`src/rtl/msg_line_codec.sv`:
```
// Serial line-code converter: bypass, NRZI encode or NRZI decode, with optional
// bit stuffing/destuffing and valid/ready flow control on both sides.
//
// state    | meaning
// ST_DATA  | normal data path, input bits accepted when the output slot is free
// ST_STUFF | run limit reached: ENC inserts a 0, DEC drops the next line bit
module msg_line_codec #(
  parameter int   STUFF_LEN = 6,
  parameter logic IDLE_LVL  = 1'b1
) (
  input  logic       clk_i,
  input  logic       rst_i,
  input  logic [1:0] mode_i,
  input  logic       clear_i,
  input  logic       s_valid_i,
  output logic       s_ready_o,
  input  logic       s_data_i,
  output logic       m_valid_o,
  input  logic       m_ready_i,
  output logic       m_data_o,
  output logic       stuff_err_o
);

  localparam bit STUFF_EN = (STUFF_LEN > 0);
  localparam int RUN_W    = STUFF_EN ? $clog2(STUFF_LEN + 1) : 1;
  localparam logic [RUN_W-1:0] RUN_MAX = RUN_W'(STUFF_LEN);

  localparam logic [1:0] MODE_ENC = 2'd1;
  localparam logic [1:0] MODE_DEC = 2'd2;

  typedef enum logic {
    ST_DATA  = 1'b0,
    ST_STUFF = 1'b1
  } state_e;

  state_e           state_q, state_d;
  logic             lvl_q, lvl_d;
  logic [RUN_W-1:0] run_q, run_d;
  logic             m_valid_q, m_valid_d;
  logic             m_data_q, m_data_d;
  logic             err_q, err_d;

  logic             slot_free;
  logic             is_enc;
  logic             is_dec;
  logic             s_ready;
  logic             accept;
  logic             dec_bit;
  logic             enc_lvl;
  logic [RUN_W-1:0] run_plus;

  assign slot_free = !m_valid_q || m_ready_i;
  assign is_enc    = (mode_i == MODE_ENC);
  assign is_dec    = (mode_i == MODE_DEC);
  // Decoder keeps accepting in ST_STUFF because the stuffed bit must be consumed.
  assign s_ready   = !clear_i && slot_free && ((state_q == ST_DATA) || is_dec);
  assign accept    = s_valid_i && s_ready;
  assign dec_bit   = (s_data_i == lvl_q);
  assign enc_lvl   = s_data_i ? lvl_q : ~lvl_q;
  assign run_plus  = run_q + 1'b1;

  always_comb begin
    state_d   = state_q;
    lvl_d     = lvl_q;
    run_d     = run_q;
    m_valid_d = m_valid_q && !m_ready_i;
    m_data_d  = m_data_q;
    err_d     = 1'b0;

    if (clear_i) begin
      state_d = ST_DATA;
      lvl_d   = IDLE_LVL;
      run_d   = '0;
    end else if (is_enc) begin
      if (state_q == ST_STUFF) begin
        if (slot_free) begin
          lvl_d     = ~lvl_q;
          m_valid_d = 1'b1;
          m_data_d  = ~lvl_q;
          run_d     = '0;
          state_d   = ST_DATA;
        end
      end else if (accept) begin
        lvl_d     = enc_lvl;
        m_valid_d = 1'b1;
        m_data_d  = enc_lvl;
        if (!s_data_i) begin
          run_d = '0;
        end else if (STUFF_EN) begin
          run_d = run_plus;
          if (run_plus == RUN_MAX) state_d = ST_STUFF;
        end
      end
    end else if (is_dec) begin
      if (accept) begin
        lvl_d = s_data_i;
        if (state_q == ST_STUFF) begin
          run_d   = '0;
          state_d = ST_DATA;
          err_d   = dec_bit;
        end else begin
          m_valid_d = 1'b1;
          m_data_d  = dec_bit;
          if (!dec_bit) begin
            run_d = '0;
          end else if (STUFF_EN) begin
            run_d = run_plus;
            if (run_plus == RUN_MAX) state_d = ST_STUFF;
          end
        end
      end
    end else begin
      // Bypass (and the reserved code): straight copy, line state untouched.
      if (accept) begin
        m_valid_d = 1'b1;
        m_data_d  = s_data_i;
      end
    end
  end

  always_ff @(posedge clk_i) begin
    if (rst_i) begin
      state_q   <= ST_DATA;
      lvl_q     <= IDLE_LVL;
      run_q     <= '0;
      m_valid_q <= 1'b0;
      m_data_q  <= 1'b0;
      err_q     <= 1'b0;
    end else begin
      state_q   <= state_d;
      lvl_q     <= lvl_d;
      run_q     <= run_d;
      m_valid_q <= m_valid_d;
      m_data_q  <= m_data_d;
      err_q     <= err_d;
    end
  end

  assign s_ready_o   = s_ready;
  assign m_valid_o   = m_valid_q;
  assign m_data_o    = m_data_q;
  assign stuff_err_o = err_q;

endmodule
```
`config.mk`:
```
export PLATFORM = sky130hd
export DESIGN_NAME = msg_line_codec
export DESIGN_NICKNAME = d
export VERILOG_FILES = /design/src/rtl/msg_line_codec.sv
export SDC_FILE = /design/constraint.sdc
export NUM_CORES = 1
export LEC_CHECK = 0
export BUFFER_PORTS_ARGS = -buffer_cell sky130_fd_sc_hd__buf_2
export CORE_AREA = 8 8 45 47
export CTS_CLUSTER_DIAMETER = 30
export DETAILED_ROUTE_END_ITERATION = 7
export DIE_AREA = 0 0 53 55
export GPL_TIMING_DRIVEN = 0
export PLACE_DENSITY_LB_ADDON = 0.3
export SYNTH_ARGS = -nofsm -noshare
export SYNTH_HDL_FRONTEND = slang
export SYNTH_SLANG_ARGS = --single-unit
export TNS_END_PERCENT = 20
```
`constraint.sdc`:
```
create_clock -name clk_i -period 2 [get_ports clk_i]
set_input_delay 0 -clock clk_i [delete_from_list [all_inputs] [get_ports clk_i]]
set_output_delay 0 -clock clk_i [all_outputs]
set_load 0.05 [all_outputs]
```
==> results of run 1 <==
state kept, by name (all words and copies together) (netlist names):
signal,flops
state_q,1
run_q,3
m_valid_o,1
m_data_o,1
lvl_q,1
stuff_err_o,1
metal layers:
metal  vias to the layer above  GRT usage  part of all wire
met5                         -          0                 0
met4                         0    0.02586            0.0049
met3                         2    0.06150             0.094
met2                        10     0.1836              0.50
met1                       256    0.08869              0.40
li1                        278          -                 -
logic make-up (layout without fill, tap and decap cells):
group,after synthesis,after routing,synth area share
flops,8,8,0.2819
fa+ha+maj,4,4,0.08811
xor+xnor,2,2,0.03084
compound gates,16,16,0.1806
simple gates,29,29,0.3392
buf+inv,6,21,0.04405
mux,2,2,0.03524
worst max-delay path, stage by stage:
cell           delay [ns]
dlygate4sd3_1        0.53
buf_2                0.14
nor2_1               0.36
nand4bb_1            0.19
or4b_1               0.52
o21ai_0              0.16
per-stage QoR:
stage                     cells  hold WS [ns]    util   power, W  setup slack (ns)
after floorplan              67       0.07238       -  0.0002142            0.2310
after global placement       94        0.2083  0.4647  0.0002362            0.3664
after detailed placement     94        0.2070  0.4647  0.0002379            0.3473
after CTS                    98       0.06142  0.4882  0.0003675            0.2285
after global routing         98       0.08293  0.4882  0.0003849            0.1407
final                        98       0.06511  0.4882  0.0003591            0.2651
cell usage after synthesis, types with 2 or more instances:
cell type	n
dfxtp_1	8
o21ai_0	6
nor2b_1	5
ha_1	4
nor2_1	4
or4_1	4
inv_1	3
nand3b_1	3
a21boi_1	2
a21oi_1	2
buf_2	2
mux2i_1	2
nor3_1	2
or3_1	2
where the power goes:
group | switching, W | internal (W)
Sequential | 0.00000161 | 0.000162
Combinational | 0.0000446 | 0.0000271
Clock | 0.0000550 | 0.0000687
worst max path at each step:
stage	depth (start not counted)	endpoint	startpoint	slack (ns)
finish	6	state_q	rst_i	0.27
global placement	7	run_q[0]	mode_i[0]	0.37
detailed placement	7	run_q[1]	mode_i[0]	0.35
CTS	6	state_q	rst_i	0.23
floorplan	5	run_q[0]	m_valid_o	0.23
global route	6	state_q	rst_i	0.14
final cells by class:
type                       count  area (um2)  area share
multi-input combinational     53       382.9      0.5667
sequential                     8       160.2      0.2370
timing repair buffer          12       65.06     0.09630
clock buffer                   3       22.52     0.03333
tap                           16       20.02     0.02963
buffer                         3       13.76     0.02037
inverter                       3       11.26     0.01667
repair_timing:
action / 4_1_cts / 5_1_grt
setup buffers: 0 / 0
hold buffers: 1 / 0
hold endpoints to repair: 2 / 0
==> summary.txt, run 1 <==
Route
  • Post-route ant nets: 0
  • Router iterations before antenna repair: 2
  • # DRC: 0
  • Iter 0 DRT Violations: 3
  • Vias: 546
  • Vias per cell: roughly 5.6
  • WL final: 1237 um
  • Wire per inst: around 13 um

Finish
  • Layout cells sized above 1: 0.2195
  • Final #Nets: 96
  • Commonest non-fill, non-tap cell in the layout: buf_2
  • # fillers: between 150 and 200
  • Layout overhead on the synthesized area: 18.94%
  • Finished layout cell area: between 600 and 700 um2
  • Most frequent cells in the layout: 13 x buf_2, 8 x dfxtp_1, 6 x o21ai_0
  • ANT cells: 0

Yosys
  • Main synth FF type: dfxtp_1
  • Synth area leader: dfxtp_1
  • Async SR Flop Fraction: 0
  • Syn Nets: between 70 and 80
  • YS warnings: 0
  • Distinct cells, synth: 32
  • Number of synthesized flops with an enable pin: 0
  • Syn Inst Count: between 60 and 70
  • Avg Cell Area, Syn: approximately 8.5 um2
  • Sequential-to-total area share from yosys stat: 0.2819
  • Mapped Area: roughly 570 um2
  • #FFs+latches synth: 8
  • Synth area leaders: dfxtp_1 28%, ha_1 8.8%, nor2b_1 5.5%
  • Top-area cell type share of the netlist area: 0.2819

Power
  • VDD IR max: 0.3184 mV
  • Lkg Pwr: 0.2795 nW
  • Cell Pwr Density: 531.5 nW/um2

Worst setup path
  • Crit path kind: in2reg
  • Reg2Reg Launch Point: m_valid_o
  • Worst r2r dst: run_q[1]
  • CP Max Fanout: 7
  • Worst reg2reg setup slack: between 0.3 and 0.4 ns
  • Kind of start point of the critical path: input port
  • Critical Path End Type: flip-flop
  • Crit path required time: 2.18 ns
  • Reg2Reg Depth: 5
  • Worst EP arrival: 1.91 ns

Run status
  • Status: completed

CTS
  • CTS Root Cell: clkbuf_4
  • Cts repair resizes: 0
  • Clk sinks: 8
  • H-tree depth: 1
  • CTS tree: done
  • Clock Path Buffers: 2
  • Num CTS Buffers: 3
  • Worst-path clk slew: 0.05 ns
  • Worst skew pair latency: between 0.2 and 0.3 ns

STA
  • Setup violations, final: 0
  • Slew at the pin closest to its max-slew limit: roughly 0.50 ns
  • Setup_tns: 0 ns
  • Relative slew slack: 0.6667
  • RSZ-0062 raised after global routing: false
  • Fmax: around 580 MHz
  • Final Max Tran Viols: 0
  • Fin crit share: 0.8675
  • Final hold violations: 0
  • Worst clock skew: roughly 0.0025 ns
  • Period minus WS final: 1.735 ns

Global routing
  • Remaining global-route overflow: 0
  • Initial antenna violation count: 0
  • GRT Total Usage: 0.09912
  • Largest net degree at the start of global routing: 11
  • Vias in the first global route: between 500 and 600
  • Global-route wire length before repair: ~2100 um

Min path
  • Hold EP: m_valid_o
  • Worst hold path class: in2reg
  • Hold Path Stages: 4
  • Beginning of the worst hold path: m_ready_i

Die
  • Starting Density: 0.4105
  • Die Height: between 50 and 60 um
  • I/O pin count: 12
  • Die ar.: around 2900 um2
  • Die W: between 50 and 60 um
  • Rows: 14
  • Core area: 1384 um2

Run
  • Max_cap viols: 0

Place
  • Gpl congestion: 0.7027
  • Number of port buffers: 11
  • Dpl hpwl: between 900 and 1000 um
  • Post-DP Area: 643.1 um2
Power figures use the tool's default switching activity.
==> run 2: changes to the inputs <==
- ABC_AREA: unset -> 1
==> run 2 against run 1 <==
Clock-buffer cell count unchanged. Sequential power about the same. Via count increased by 19%. Largest power group unchanged. Setup slack improved by 0.39 ns. Critical path depth increased by 2. Final area increased by 4.1%.
==> summary.txt, run 2 <==
Route
  • Post-route ant nets: 0 (unchanged)
  • # DRC: 0 (unchanged)
  • Wire per inst: 10.05 um (was 12.62 um)
  • WL final: 1306 um (was 1237 um)
  • Vias: 649 (was 546)
  • Router iterations before antenna repair: 4 (was 2)
  • Iter 0 DRT Violations: 15 (was 3)
  • Vias per cell: 4.992 (was 5.571)

CTS
  • Cts repair resizes: 0 (unchanged)
  • Worst skew pair latency: 0.26 ns (was 0.25 ns)
  • Clk sinks: 8 (unchanged)
  • CTS tree: done (unchanged)
  • Num CTS Buffers: 3 (unchanged)
  • Setup bufs post-CTS: 0 (unchanged)
  • # hold bufs at CTS: 1 (unchanged)
  • Worst-path clk slew: 0.06 ns (was 0.05 ns)
  • H-tree depth: 1 (unchanged)
  • Clock Path Buffers: 2 (unchanged)
  • CTS Root Cell: clkbuf_4 (unchanged)

Finish
  • Layout overhead on the synthesized area: 18.07% (was 18.94%)
  • Commonest non-fill, non-tap cell in the layout: nand2_1 (was buf_2)
  • Finished layout cell area: 703.2 um2 (was 675.6 um2)
  • Max reg flops: 3 (unchanged)
  • Final #Nets: 128 (was 96)
  • Most frequent cells in the layout: 29 x nand2_1, 14 x nor2_1, 12 x inv_1 (was 13 x buf_2, 8 x dfxtp_1, 6 x o21ai_0)
  • ANT cells: 0 (unchanged)
  • Top reg by flops: run_q (unchanged)
  • Layout cells sized above 1: 0.2193 (was 0.2195)

STA
  • Worst clock skew: 0.002094 ns (was 0.002549 ns)
  • Setup_tns: 0 ns (unchanged)
  • Fin crit share: 0.6741 (was 0.8675)
  • Period minus WS final: 1.348 ns (was 1.735 ns)
  • RSZ-0062 raised after global routing: false (unchanged)
  • Relative slew slack: 0.7220 (was 0.6667)
  • Setup violations, final: 0 (unchanged)
  • Fmax: 741.7 MHz (was 576.4 MHz)
  • Slew at the pin closest to its max-slew limit: 0.4154 ns (was 0.4999 ns)
  • Final Max Tran Viols: 0 (unchanged)
  • Final hold violations: 0 (unchanged)

Die
  • Starting Density: 0.4304 (was 0.4105)
  • Die W: 53 um (unchanged)
  • Die Height: 55 um (unchanged)
  • Rows: 14 (unchanged)
  • Core area: 1384 um2 (unchanged)
  • Die ar.: 2915 um2 (unchanged)
  • I/O pin count: 12 (unchanged)

Yosys
  • Avg Cell Area, Syn: 6.016 um2 (was 8.478 um2)
  • Top-area cell type share of the netlist area: 0.2689 (was 0.2819)
  • Synth area leader: dfxtp_1 (unchanged)
  • Mapped Area: 595.6 um2 (was 568.0 um2)
  • Async SR Flop Fraction: 0 (unchanged)
  • #FFs+latches synth: 8 (unchanged)
  • Top cells by count, synth: 29 x nand2_1, 14 x nor2_1, 12 x inv_1, 9 x nand3_1 (was 8 x dfxtp_1, 6 x o21ai_0, 5 x nor2b_1)
  • Syn Nets: 111 (was 79)
  • Most common cell in the netlist: nand2_1 (was dfxtp_1)
  • Syn Inst Count: 99 (was 67)
  • Synth area leaders: dfxtp_1 27%, nand2_1 18%, nor2_1 8.8% (was dfxtp_1 28%, ha_1 8.8%, nor2b_1 5.5%)
  • Number of synthesized flops with an enable pin: 0 (unchanged)
  • Sequential-to-total area share from yosys stat: 0.2689 (was 0.2819)
  • YS warnings: 0 (unchanged)
  • Main synth FF type: dfxtp_1 (unchanged)
  • Distinct cells, synth: 17 (was 32)

Global routing
  • Global-route wire length before repair: 2118 um (was 2097 um)
  • Largest net degree at the start of global routing: 8 (was 11)
  • Vias in the first global route: 543 (was 520)
  • GRT Total Usage: 0.09951 (was 0.09912)
  • Remaining global-route overflow: 0 (unchanged)
  • Initial antenna violation count: 0 (unchanged)

Power
  • VDD IR max: 0.2796 mV (was 0.3184 mV)
  • Sw power: 0.0001280 W (was 0.0001012 W)
  • Switching Share: 0.3274 (was 0.2818)
  • Part of the power in the clock network: 0.351 (was 0.344)
  • Sequential power share: 0.425 (was 0.456)
  • Cell Pwr Density: 556.0 nW/um2 (was 531.5 nW/um2)
  • Lkg Pwr: 0.3913 nW (was 0.2795 nW)
  • Internal power: 0.0002630 W (was 0.0002579 W)
  • Gate power share: 0.224 (was 0.200)

Place
  • Gpl congestion: 0.7941 (was 0.7027)
  • Dpl hpwl: 1057 um (was 948.1 um)
  • Post-DP Area: 670.6 um2 (was 643.1 um2)
  • Number of port buffers: 11 (unchanged)

Worst setup path
  • Critical Path End Type: flip-flop (unchanged)
  • Crit path required time: 2.16 ns (was 2.18 ns)
  • Crit path kind: reg2reg (was in2reg)
  • Kind of start point of the critical path: flip-flop (was input port)
  • Worst EP arrival: 1.51 ns (was 1.91 ns)
  • CP Max Fanout: 4 (was 7)

Run status
  • Status: completed (unchanged)

Min path
  • Worst hold path class: in2reg (unchanged)

Run
  • Max_cap viols: 0 (unchanged)
## run 2: changes by cell type in the layout (fill, tap and decap cells not counted), moves of 4 or more
cell,delta
nand2_1,+28
nor2_1,+10
inv_1,+9
nand3_1,+8
a21oi_1,+6
nor2b_1,-5
o21ai_0,-5
inv_2,+4
or4_1,-4
## run 2: power by group through the flow
stage | Clock [W] | Combinational (W) | Sequential, W
3_5_place_dp | 0 | 0.0000860 | 0.000170
2_1_floorplan | 0 | 0.0000585 | 0.000175
6_report | 0.000137 | 0.0000875 | 0.000166
4_1_cts | 0.000140 | 0.0000878 | 0.000166
3_3_place_gp | 0 | 0.0000848 | 0.000170
5_1_grt | 0.000152 | 0.0000978 | 0.000167
## run 2: worst max-delay path: stages, from the launching register on
cell     delay [ns]
dfxtp_1        0.34
ha_1           0.21
or2_2          0.27
nand2_1        0.08
nor2_1         0.05
nand3_1        0.06
nand2_1        0.05
a21oi_1        0.13
nor2_1         0.05
## run 2: cells by family after synthesis
| logic type | synth area share |
|---|---|
| AND/OR/NAND/NOR | 0.4580 |
| buffers and inverters | 0.1008 |
| AO/OA/AOI/OAI | 0.08823 |
| flip-flops | 0.2689 |
| adder cells (fa/ha/maj) | 0.08404 |
## run 2: path summary, 6_finish.rpt
| check | from | end | slack [ns] | depth (start not counted) |
|---|---|---|---|---|
| worst min-delay path | clear_i | lvl_q | 0.05 | 3 |
| worst max-delay path | run_q[0] | state_q | 0.65 | 8 |
| worst min register to register | m_data_o | m_data_o | 0.48 | 2 |
| worst max register to register | run_q[0] | state_q | 0.65 | 8 |
## run 2: metal layers
metal	GRT usage	wire, um	vias to the layer above	part of all wire
met5	0	0	-	0
met4	0.06466	25	0	0.019
met3	0.03743	88	4	0.067
met2	0.1758	643	14	0.49
met1	0.09589	549	288	0.42
li1	-	-	343	-
## run 2: layout make-up
class	count	area [um2]
fillers	143	680.7
multi-input cells	75	375.4
flip-flops and latches	8	160.2
repair buffers	12	65.06
inverters	16	60.06
clock buffers	3	22.52
well taps	16	20.02
## run 2: per-stage QoR
stage / std cells / total power [W] / util / setup WS [ns] / hold WS [ns]
2_1_floorplan: 99 / 0.0002333 / - / 0.4488 / 0.06907
3_3_place_gp: 126 / 0.0002547 / 0.4846 / 0.6774 / 0.1966
3_5_place_dp: 126 / 0.0002560 / 0.4846 / 0.6677 / 0.2064
4_1_cts: 130 / 0.0003938 / 0.5081 / 0.6506 / 0.05066
5_1_grt: 130 / 0.0004164 / 0.5081 / 0.4903 / 0.06313
6_report: 130 / 0.0003910 / 0.5081 / 0.6517 / 0.04924
